**src/rtl/bldc_pkg.sv**
```systemverilog
// Shared Hall/commutation tables for the BLDC emulator and the MAIN_1 commutation logic.
package bldc_pkg;

  localparam int SECTOR_NUM = 6;

  typedef logic [2:0] sector_t;

  // Hall pattern {H3,H2,H1} shown while the rotor sits in a sector.
  function automatic logic [2:0] hall_of(input sector_t s);
    case (s)
      3'd0:    return 3'b001;
      3'd1:    return 3'b101;
      3'd2:    return 3'b100;
      3'd3:    return 3'b110;
      3'd4:    return 3'b010;
      3'd5:    return 3'b011;
      default: return 3'b001;
    endcase
  endfunction

  // Gate pair that must be active in a sector, as a {A,B,C,AA,BB,CC} mask.
  function automatic logic [5:0] gate_exp(input sector_t s);
    case (s)
      3'd0:    return 6'b100_010;  // A,  BB
      3'd1:    return 6'b100_001;  // A,  CC
      3'd2:    return 6'b010_001;  // B,  CC
      3'd3:    return 6'b010_100;  // B,  AA
      3'd4:    return 6'b001_100;  // C,  AA
      3'd5:    return 6'b001_010;  // C,  BB
      default: return 6'b000_000;
    endcase
  endfunction

  // Neighbouring sector in the requested direction, wrapping 5<->0.
  function automatic sector_t sector_next(input sector_t s, input logic dir);
    if (!dir) return (s == sector_t'(SECTOR_NUM - 1)) ? sector_t'(0) : s + sector_t'(1);
    else      return (s == sector_t'(0)) ? sector_t'(SECTOR_NUM - 1) : s - sector_t'(1);
  endfunction

endpackage

```
**src/rtl/bldc_shoot_det.sv**
```systemverilog
// Run-length detector for one bridge leg: flags when high and low side
// have been on together for SHOOT_CLKS consecutive cycles.
module bldc_shoot_det
  import bldc_pkg::*;
#(
  parameter int SHOOT_CLKS = 2
) (
  input  logic clk,
  input  logic rst_n,
  input  logic hi,
  input  logic lo,
  output logic hit
);

  localparam int RUN_W = $clog2(SHOOT_CLKS + 1);
  localparam logic [RUN_W-1:0] RUN_MAX = RUN_W'(SHOOT_CLKS - 1);

  logic [RUN_W-1:0] run;

  // The cycle that completes the run raises hit, so the fault lands on that edge.
  assign hit = hi & lo & (run >= RUN_MAX);

  // Count overlap cycles, parking at RUN_MAX; any gap restarts the run.
  always_ff @(posedge clk or negedge rst_n) begin
    if (!rst_n) begin
      run <= '0;
    end else if (hi & lo) begin
      if (run != RUN_MAX) run <= run + RUN_W'(1);
    end else begin
      run <= '0;
    end
  end

endmodule

```
**src/rtl/bldc_hall_emulator.sv**
```systemverilog
// BLDC motor / Hall sensor stand-in: steps the 6-sector Hall sequence at a
// programmable rate and audits the gate drives for shoot-through and for
// a wrong commutation pattern per sector.
module bldc_hall_emulator
  import bldc_pkg::*;
#(
  parameter int DIV_W      = 16,
  parameter int CNT_W      = 8,
  parameter int SHOOT_CLKS = 2
) (
  input  logic             clk,
  input  logic             rst_n,
  input  logic             en,
  input  logic             dir,
  input  logic [DIV_W-1:0] step_div,
  input  logic             clr_fault,
  input  logic             a,
  input  logic             aa,
  input  logic             b,
  input  logic             bb,
  input  logic             c,
  input  logic             cc,
  output logic             h1,
  output logic             h2,
  output logic             h3,
  output logic [2:0]       sector,
  output logic             step,
  output logic             fault_shoot,
  output logic [CNT_W-1:0] mismatch_cnt
);

  logic [DIV_W-1:0] cnt;
  logic [5:0]       seen;
  logic [5:0]       gates;
  logic [2:0]       hit;
  sector_t          sector_nx;
  logic             active;
  logic             at_last;
  logic             over_run;
  logic             step_now;
  logic             mis_now;

  // STEP_DIV of zero behaves exactly like EN low: everything holds.
  assign active    = en && (step_div != '0);
  assign at_last   = (cnt == step_div - DIV_W'(1));
  assign over_run  = (cnt >  step_div - DIV_W'(1));
  assign step_now  = active && at_last;
  assign sector_nx = sector_next(sector, dir);
  assign gates     = {a, b, c, aa, bb, cc};
  // The mask as it stood before this edge covers the dwell being left.
  assign mis_now   = step_now && (seen != gate_exp(sector));

  bldc_shoot_det #(.SHOOT_CLKS(SHOOT_CLKS)) u_shoot_a (.clk(clk), .rst_n(rst_n), .hi(a), .lo(aa), .hit(hit[0]));
  bldc_shoot_det #(.SHOOT_CLKS(SHOOT_CLKS)) u_shoot_b (.clk(clk), .rst_n(rst_n), .hi(b), .lo(bb), .hit(hit[1]));
  bldc_shoot_det #(.SHOOT_CLKS(SHOOT_CLKS)) u_shoot_c (.clk(clk), .rst_n(rst_n), .hi(c), .lo(cc), .hit(hit[2]));

  // Dwell counter and sector/Hall register; Hall loads straight from the next sector.
  always_ff @(posedge clk or negedge rst_n) begin
    if (!rst_n) begin
      cnt          <= '0;
      sector       <= '0;
      {h3, h2, h1} <= hall_of(sector_t'(0));
      step         <= 1'b0;
    end else begin
      step <= step_now;
      if (active) begin
        // A shrunken STEP_DIV below the current count just restarts the dwell.
        if (at_last || over_run) cnt <= '0;
        else                     cnt <= cnt + DIV_W'(1);
        if (at_last) begin
          sector       <= sector_nx;
          {h3, h2, h1} <= hall_of(sector_nx);
        end
      end
    end
  end

  // Accumulate every gate seen during the dwell so PWM-chopped drives still count.
  always_ff @(posedge clk or negedge rst_n) begin
    if (!rst_n)        seen <= '0;
    else if (step_now) seen <= gates;
    else               seen <= seen | gates;
  end

  // Saturating wrong-pattern counter; a fresh mismatch beats a simultaneous clear.
  always_ff @(posedge clk or negedge rst_n) begin
    if (!rst_n) begin
      mismatch_cnt <= '0;
    end else if (mis_now) begin
      if (clr_fault)               mismatch_cnt <= CNT_W'(1);
      else if (mismatch_cnt != '1) mismatch_cnt <= mismatch_cnt + CNT_W'(1);
    end else if (clr_fault) begin
      mismatch_cnt <= '0;
    end
  end

  // Sticky shoot-through flag; a fresh detection beats a simultaneous clear.
  always_ff @(posedge clk or negedge rst_n) begin
    if (!rst_n)         fault_shoot <= 1'b0;
    else if (|hit)      fault_shoot <= 1'b1;
    else if (clr_fault) fault_shoot <= 1'b0;
  end

endmodule
```
**config.mk**
```make
export PLATFORM = sky130hd
export DESIGN_NAME = bldc_hall_emulator
export DESIGN_NICKNAME = d
export VERILOG_FILES = /design/src/rtl/bldc_pkg.sv /design/src/rtl/bldc_shoot_det.sv /design/src/rtl/bldc_hall_emulator.sv
export SDC_FILE = /design/constraint.sdc
export NUM_CORES = 1
export LEC_CHECK = 0
export CAP_MARGIN = 20
export CORE_UTILIZATION = 62
export CTS_BUF_LIST = sky130_fd_sc_hd__clkbuf_4
export CTS_CLUSTER_SIZE = 12
export DETAILED_ROUTE_END_ITERATION = 10
export GPL_ROUTABILITY_DRIVEN = 0
export PLACE_DENSITY = 0.93
export SYNTH_ARGS = -nofsm -noshare
export SYNTH_HDL_FRONTEND = slang
export SYNTH_SLANG_ARGS = --single-unit
```
**constraint.sdc**
```tcl
create_clock -name clk -period 6.6 [get_ports clk]
set_input_delay 1.32 -clock clk [delete_from_list [all_inputs] [get_ports clk]]
set_output_delay 1.32 -clock clk [all_outputs]
set_load 0.05 [all_outputs]
```
# Yosys cells after proc, flatten, opt, wreduce, memory -nomap -nowiden

Index checks and enable logic that the tools add are counted.

Bits in registers: 44
Bits of input ports: 27
Logic and storage cells: 81

Add/subtract/negate cells: 8
Order comparisons: 4
Equal/unequal tests: 19
Mux-type cells: 19
Bitwise gates (word level): 7
Reduce and logical (&&, ||, !) cells: 12

Operator list:

| cell                    | count |
|---|---|
| $pmux W6 S6             | 1 |
| $mux W8                 | 4 |
| $add A16 B1 Y16 const B | 1 |
| $eq A16 B16 Y1          | 1 |
| $gt A16 B16 Y1          | 1 |
| $mux W16                | 1 |
| $reduce_bool A16 Y1     | 1 |
| $sub A16 B1 Y16 const B | 1 |
| $pmux W3 S5             | 1 |
| $eq A3 B2 Y1 const B    | 4 |
| $eq A3 B3 Y1 const B    | 4 |
| $mux W2                 | 6 |
| $mux W3                 | 3 |
| $add A8 B1 Y8 const B   | 1 |
| $ne A8 B8 Y1 const B    | 1 |
| $add A2 B1 Y2 const B   | 3 |
| $and A1 B1 Y1           | 6 |
| $eq A3 B1 Y1 const B    | 2 |
| $ge A2 B1 Y1 const B    | 3 |
| $mux W6                 | 1 |
| $ne A2 B1 Y1 const B    | 3 |
| $ne A2 B2 Y1 const B    | 3 |
| $ne A6 B6 Y1            | 1 |
| $or A6 B6 Y6            | 1 |
| 9 further kinds         | 15 |

# Logic depth before layout (Yosys ltp)

Gate-level depths: netlist of run 1.

Depth after elaboration: 6
Gate-level depth with buffers: 13
Mapped depth without buffers: 13

# Hierarchy

Synthesis of run 1 repeated with hierarchy kept, for this count alone.

Cells, all modules: 320
Area total of the unflattened synthesis: 2960.3 um^2

Modules (own cells, without submodules):

| module             | instances | cells an instance | area an instance (um^2) | sequential area each (um^2) |
|---|---|---|---|---|
| bldc_hall_emulator | 1         | 284               | 2611.3                  | 952.2 |
| bldc_shoot_det     | 3         | 12                | 116.4                   | 50.0 |

# Worst setup path before layout of run 1

Ideal clock, no wire load.

Kind: input to register
From: in step_div[11]
To: reg mismatch_cnt[3]
Data arrival time: 4.051 ns
Required time: 6.522 ns
Setup slack: 2.471 ns
Stages: 12
Path buffers: 0
Cells stage by stage: or4_4 > or3_1 > nor3_1 > xnor2_1 > ha_1 > nand4_2 > nor4_4 > nand2_8 > inv_6 > o41ai_4 > or3_1 > a21oi_1

Longest elaborated chain between the ends: 6
Elaborated cells on any way between the ends: 9
Classes of those cells: 1 x add/sub; 1 x eq/ne; 1 x mux; 6 x reduce/logical

Ends and longest elaborated chain:

| element                                                       | line                                               | RTL |
|---|---|---|
| start: declaration                                            | bldc_hall_emulator.sv:15                           | `input logic [DIV_W-1:0] step_div,` |
| $sub A16 B1 Y16 / $reduce_bool A16 Y1 (equally long branches) | bldc_hall_emulator.sv:45, bldc_hall_emulator.sv:44 |  |
| $eq A16 B16 Y1 / $logic_and A1 B1 Y1 (equally long branches)  | bldc_hall_emulator.sv:45, bldc_hall_emulator.sv:44 |  |
| $logic_and A1 B1 Y1 (*)                                       | bldc_hall_emulator.sv:47                           | `assign step_now = active && at_last;` |
| via step_now                                                  | bldc_hall_emulator.sv:40                           | `logic step_now;` |
| $logic_and A1 B1 Y1 (*)                                       | bldc_hall_emulator.sv:51                           | `assign mis_now = step_now && (seen != gate_exp(sector));` |
| $reduce_bool A2 Y1 (no source line)                           | n/a                                                |  |
| $reduce_and A2 Y1 (no source line)                            | n/a                                                |  |
| end signal: assignment                                        | bldc_hall_emulator.sv:91                           | `else if (mismatch_cnt != '1) mismatch_cnt <= mismatch_cnt + CNT_W'(1);` |
| end: declaration                                              | bldc_hall_emulator.sv:29                           | `output logic [CNT_W-1:0] mismatch_cnt` |

The timed path passes the listed nets; every way through them passes the cells marked *.
A chain may end at the register's enable or synchronous reset.

# Final worst setup path of run 1

From: in step_div[2]
To: reg mismatch_cnt[3]

The elaborated chain is that of the path after synthesis.

==> metrics.txt, run 1 <==
period utilization=0.702; total power per unit cell area=around 160 mW/mm^2; Core Area=0.00511 mm^2; crit path time final=4.64 ns; area leader, netlist=dfrtp_1; RSZ-0062 raised after global routing=no; post-synthesis sequential area ratio=0.337; crit path capture type=register; CP arrival=between 4 and 5 ns; max-cap viol count=0; Skew-Pair Late Insertion Delay=0.37 ns; Post-synth EDFFs=0; Starting Density=0.641; Clock Sinks=44; Synth Cell Area=~0.0033 mm^2; full die area=~0.0056 mm^2; final setup TNS=0 ns; VDD IR-drop max=approximately 0.09 mV; CTS tree=built; GRT Util Overall=0.265; first-pass GRT wire length=11.2 mm; std cell rows=26; Post-CTS Setup Bufs=0; Placement Setup Slack=around 1.6 ns; commonest non-fill, non-tap cells in the layout=43 x dfrtp_1, 41 x clkdlybuf4s50_1, 39 x nor2_1, 28 x nand2_1, 28 x ha_1; number of fill cells in the layout=384; final wirelength=6.81 mm; Vert. Die Dim=74.6 um; CTS Root Cell=clkbuf_4; HP Class=reg -> reg; Setup CP Type=in -> reg; Layout area overhead=16.2%; vias=2,742; Final Max Tran Viols=0; Bufs on Longest Clock Path=2; total CTS buffers=5; most common flop cell mapped by yosys=dfrtp_1; Synth Instances=352; Seq cells post-synth=44; wire per inst=14.7 um; I/O pins=43; syn_area_per_cell=9.30 um^2; chip width=74.6 um; H-tree depth=2; CP max stage cell=clkdlybuf4s50_1; largest net degree at the start of global routing=45; layout cells sized above 1=0.0838; critical path cell sequence=clkdlybuf4s50_1, nor4_2, nor4b_2, nand2b_1, nor4_1, xnor2_1, ha_1, nand4_1, nor4_4, nand2_8, inv_6, o41ai_4, or3_1, a21oi_1; commonest non-fill, non-tap cell in the layout=dfrtp_1; Setup Skew=0.0153 ns; DR iter-0 viols=144; Hold Path Cell Cnt=2; DRT Pass-1 Iters=4; Startpoint Class=input pin; CP max FO=15; endpoints failing setup=0; vias in the first global route=2,585; antenna violations before repair=0; Final Hold Fails=0; Total Nets Final=448; net count after synthesis=slightly above 400; Pleak=1.63 nW; worst setup slack after layout=1.96 ns; Clock transition at path regs=0.12 ns; Rel. slew slack=0.315; DR DRC count=0; status=complete, no violations; Max Clk Rate=216 MHz; Worst-Margin Slew=1.02 ns; hold buffer count at cts=0; Worst Path Required=6.88 ns; R2R depth=9; Ys Warns=0; asr flop ratio synth=1.00; hpwl dp=5.27 mm; cts repair resizes=0; number of distinct library cells after synthesis=64; diodes inserted=0; post-route ant nets=0; crit-path max cell delay=around 0.48 ns; Vias/cell=5.91; top cells by area, synth=dfrtp_1 33%, ha_1 11%, nor2_1 4.5%; port bufs=42; total grt overflow=0; Synth top area share=0.329
## routing by layer
metal / track usage / routed length, um / vias to the layer above
met2: 0.478 / 3590 / 83
met1: 0.300 / 2820 / 1303
met5: 0 / 0 / -
met3: 0.0589 / 272 / 12
li1: - / - / 1344
met4: 0.113 / 132 / 0
## stage by stage
| stage | cell area [um^2] | cells | utilization | hold slack, ns | total power [mW] |
|---|---|---|---|---|---|
| floorplan | 3270 | 352 | - | 0.487 | 0.399 |
| global placement | 3720 | 456 | 0.729 | 0.471 | 0.443 |
| detailed placement | 3720 | 456 | 0.729 | 0.475 | 0.451 |
| CTS | 3800 | 464 | 0.744 | 0.493 | 0.621 |
| global route | 3800 | 464 | 0.744 | 0.509 | 0.654 |
| finish | 3800 | 464 | 0.744 | 0.489 | 0.618 |
## sequential cells by signal (all words and copies together), names as in the netlist, 2 cells and up
register / cells
u_shoot_b.run: 2
seen: 6
sector: 3
cnt: 16
mismatch_cnt: 8
u_shoot_a.run: 2
u_shoot_c.run: 2
## synth_stat cells, types with 7 or more instances
master    n
xor2_1   12
nand4_1  10
a21o_1   14
xnor2_1  14
nor3_1   12
a22o_1    7
dfrtp_1  43
nand2_1  28
ha_1     28
inv_1    20
o21ai_0  12
a21oi_1  14
nor2_1   39
nand3_1  13
## layout make-up
type | instances | area (um^2) | share of cell area
clock buffer | 6 | 45.0 | 0.0118
tap | 70 | 87.6 | 0.0230
timing repair buffer | 43 | 423 | 0.111
sequential | 44 | 1100 | 0.290
clock inverter | 2 | 35.0 | 0.00921
inverter | 21 | 83.8 | 0.0220
multi-input combinational | 278 | 2030 | 0.533
## where the power goes
group	total [mW]	internal, mW	switching, mW	leakage, nW
logic	0.137	0.0654	0.0721	1.02
clock network	0.171	0.0836	0.0875	0.0456
registers	0.309	0.286	0.0228	0.559
## critical path: cells and delay by family
kind	cells	cell delay, ns
xor gates and xnor gates	1	0.11
buffers and inverters	2	0.59
AOI/OAI and AO/OA	2	0.26
adders and majority gates	1	0.33
and+or+nand+nor	8	2.31
## path summary, 6_finish.rpt
check                                 start         endpoint  slack (ns)
worst max-delay path            step_div[2]  mismatch_cnt[3]        1.96
worst min-delay path                     h1               h1        0.49
worst max register to register    sector[1]  mismatch_cnt[7]        3.93
worst min register to register           h1               h1        0.49
max in group asynchronous             rst_n          seen[1]        4.91
min in group asynchronous             rst_n           cnt[3]        1.09
## cells by family after synthesis
logic type,Yosys count,share of synthesized area
simple gates,141,0.231
compound gates,77,0.190
flops,44,0.337
buf+inv,30,0.0440
fa+ha+maj,28,0.107
xor+xnor,26,0.0696
mux,6,0.0206
Power figures use the tool's default switching activity.
==> run 2, diff against run 1 <==
--- a/config.mk
+++ b/config.mk
@@ -6,12 +6,12 @@
 export NUM_CORES = 1
 export LEC_CHECK = 0
 export CAP_MARGIN = 20
-export CORE_UTILIZATION = 62
+export CORE_UTILIZATION = 58
 export CTS_BUF_LIST = sky130_fd_sc_hd__clkbuf_4
 export CTS_CLUSTER_SIZE = 12
 export DETAILED_ROUTE_END_ITERATION = 10
 export GPL_ROUTABILITY_DRIVEN = 0
-export PLACE_DENSITY = 0.93
+export PLACE_DENSITY = 0.88
 export SYNTH_ARGS = -nofsm -noshare
 export SYNTH_HDL_FRONTEND = slang
 export SYNTH_SLANG_ARGS = --single-unit
==> constraint.sdc (replaced) <==
create_clock -name clk -period 4.57 [get_ports clk]
set_input_delay 0.914 -clock clk [delete_from_list [all_inputs] [get_ports clk]]
set_output_delay 0.914 -clock clk [all_outputs]
set_load 0.05 [all_outputs]
==> run 2 against run 1 <==
Against the previous run: sequential power increased by 45%; worst hold slack better by 0.0080 ns; critical endpoint unchanged; wire length grew 0.31%; largest cell class unchanged; highest routed layer unchanged; worst setup slack worse by 1.6 ns; largest power group unchanged.
==> metrics.txt, run 2 (synthesis gave the netlist of run 1 again) <==
registers with the most flip-flops=cnt x16, mismatch_cnt x8, seen x6; Rel. slew slack=0.366; post-route total power=0.832 mW; Worst-Margin Slew=0.952 ns; Setup Skew=0.00721 ns; layout cells sized above 1=0.0835; hpwl dp=5.34 mm; VDD IR-drop max=0.176 mV; total CTS buffers=5; DP Area=~0.0037 mm^2; Core Area=0.00527 mm^2; CP max FO=15; CTS Root Cell=clkbuf_4; CP arrival=around 4.5 ns; Placement Setup Slack=-0.0832 ns; Final Hold Fails=0; Startpoint Class=input pin; Vias/cell=5.94; vias in the first global route=2,702; max reg flops=16; Final Max Tran Viols=0; Most flops, register=cnt; DR iter-0 viols=112; commonest non-fill, non-tap cell in the layout=dfrtp_1; chip width=77.1 um; DR DRC count=0; total power per unit cell area=roughly 220 mW/mm^2; I/O pins=43; port bufs=42; total grt overflow=0; post-route ant nets=0; HP Class=reg -> reg; Worst Path Required=4.86 ns; Setup CP Type=in -> reg; hold buffer count at cts=0; first-pass GRT wire length=12.0 mm; commonest non-fill, non-tap cells in the layout=43 x dfrtp_1, 41 x clkdlybuf4s50_1, 39 x nor2_1, 28 x nand2_1, 28 x ha_1; max-cap viol count=0; Pleak=1.62 nW; largest net degree at the start of global routing=45; diodes inserted=0; H-tree depth=2; RSZ-0062 raised after global routing=no; cell area after layout=0.00378 mm^2; crit path time final=4.25 ns; Starting Density=0.621; cts repair resizes=0; worst hold slack=0.497 ns; status=complete, no violations; crit path capture type=register; final wirelength=6.83 mm; endpoints failing setup=0; Clock transition at path regs=0.13 ns; Total Nets Final=roughly 450; Max Clk Rate=235 MHz; final core utilization=0.717; Clock Sinks=44; Vert. Die Dim=77.1 um; full die area=0.00595 mm^2; Bufs on Longest Clock Path=2; CTS tree=built; Layout area overhead=15.6%; Skew-Pair Late Insertion Delay=0.36 ns; Post-CTS Setup Bufs=0; period utilization=0.929; antenna violations before repair=0; vias=2,764; std cell rows=26; wire per inst=14.7 um; GRT Util Overall=0.253; number of fill cells in the layout=432; DRT Pass-1 Iters=4; worst setup slack after layout=0.323 ns
[run 2: cell count changes in the layout (fill, tap and decap cells not counted), sizes merged]
| cell | before | now |
|---|---|---|
| buf | 2 | 3 |
| bufinv | 1 | 0 |
| clkinv | 1 | 3 |
| clkbuf | 6 | 5 |
[run 2: power by group]
group / internal, mW / switching, mW
logic: 0.0948 / 0.105
registers: 0.414 / 0.0348
clock network: 0.0567 / 0.127
total: 0.565 / 0.267
[run 2: final timing paths]
check	startpoint	endpoint	slack, ns	cells past startpoint
worst max-delay path	step_div[2]	mismatch_cnt[3]	0.32	14
worst min-delay path	h1	h1	0.50	2
worst max register to register	sector[0]	mismatch_cnt[5]	1.95	9
worst min register to register	h1	h1	0.50	2
max in group asynchronous	rst_n	h2	3.29	1
min in group asynchronous	rst_n	mismatch_cnt[1]	0.69	1
[run 2: final cells by class]
class                      instances  area, um^2  share of cell area
clock buffer                       5        37.5             0.00993
clock inverter                     3        13.8             0.00364
inverter                          21        83.8              0.0222
multi-input combinational        278        2030               0.536
sequential                        44        1100               0.292
tap                               70        87.6              0.0232
timing repair buffer              44         430               0.114
[run 2: metrics by stage]
step | TNS (ns) | instances
after global routing | 0 | 465
after CTS | 0 | 465
after floorplan | 0 | 352
after global placement | 0 | 457
after detailed placement | -0.254 | 457
final | 0 | 465
[run 2: worst max-delay path: stages]
cell and delay, ns:
clkdlybuf4s50_1 0.49, nor4_2 0.38, nor4b_2 0.34, nand2b_1 0.18
nor4_1 0.25, xnor2_1 0.11, ha_1 0.33, nand4_1 0.21
nor4_4 0.44, nand2_8 0.14, inv_6 0.12, o41ai_4 0.12
or3_1 0.37, a21oi_1 0.15
[run 2: layer usage]
layer / share of wire / routed length (um) / global-route usage
met3: 0.043 / 295 / 0.0262
met5: 0 / 0 / 0
met2: 0.51 / 3500 / 0.448
met4: 0.028 / 193 / 0.111
met1: 0.42 / 2840 / 0.310
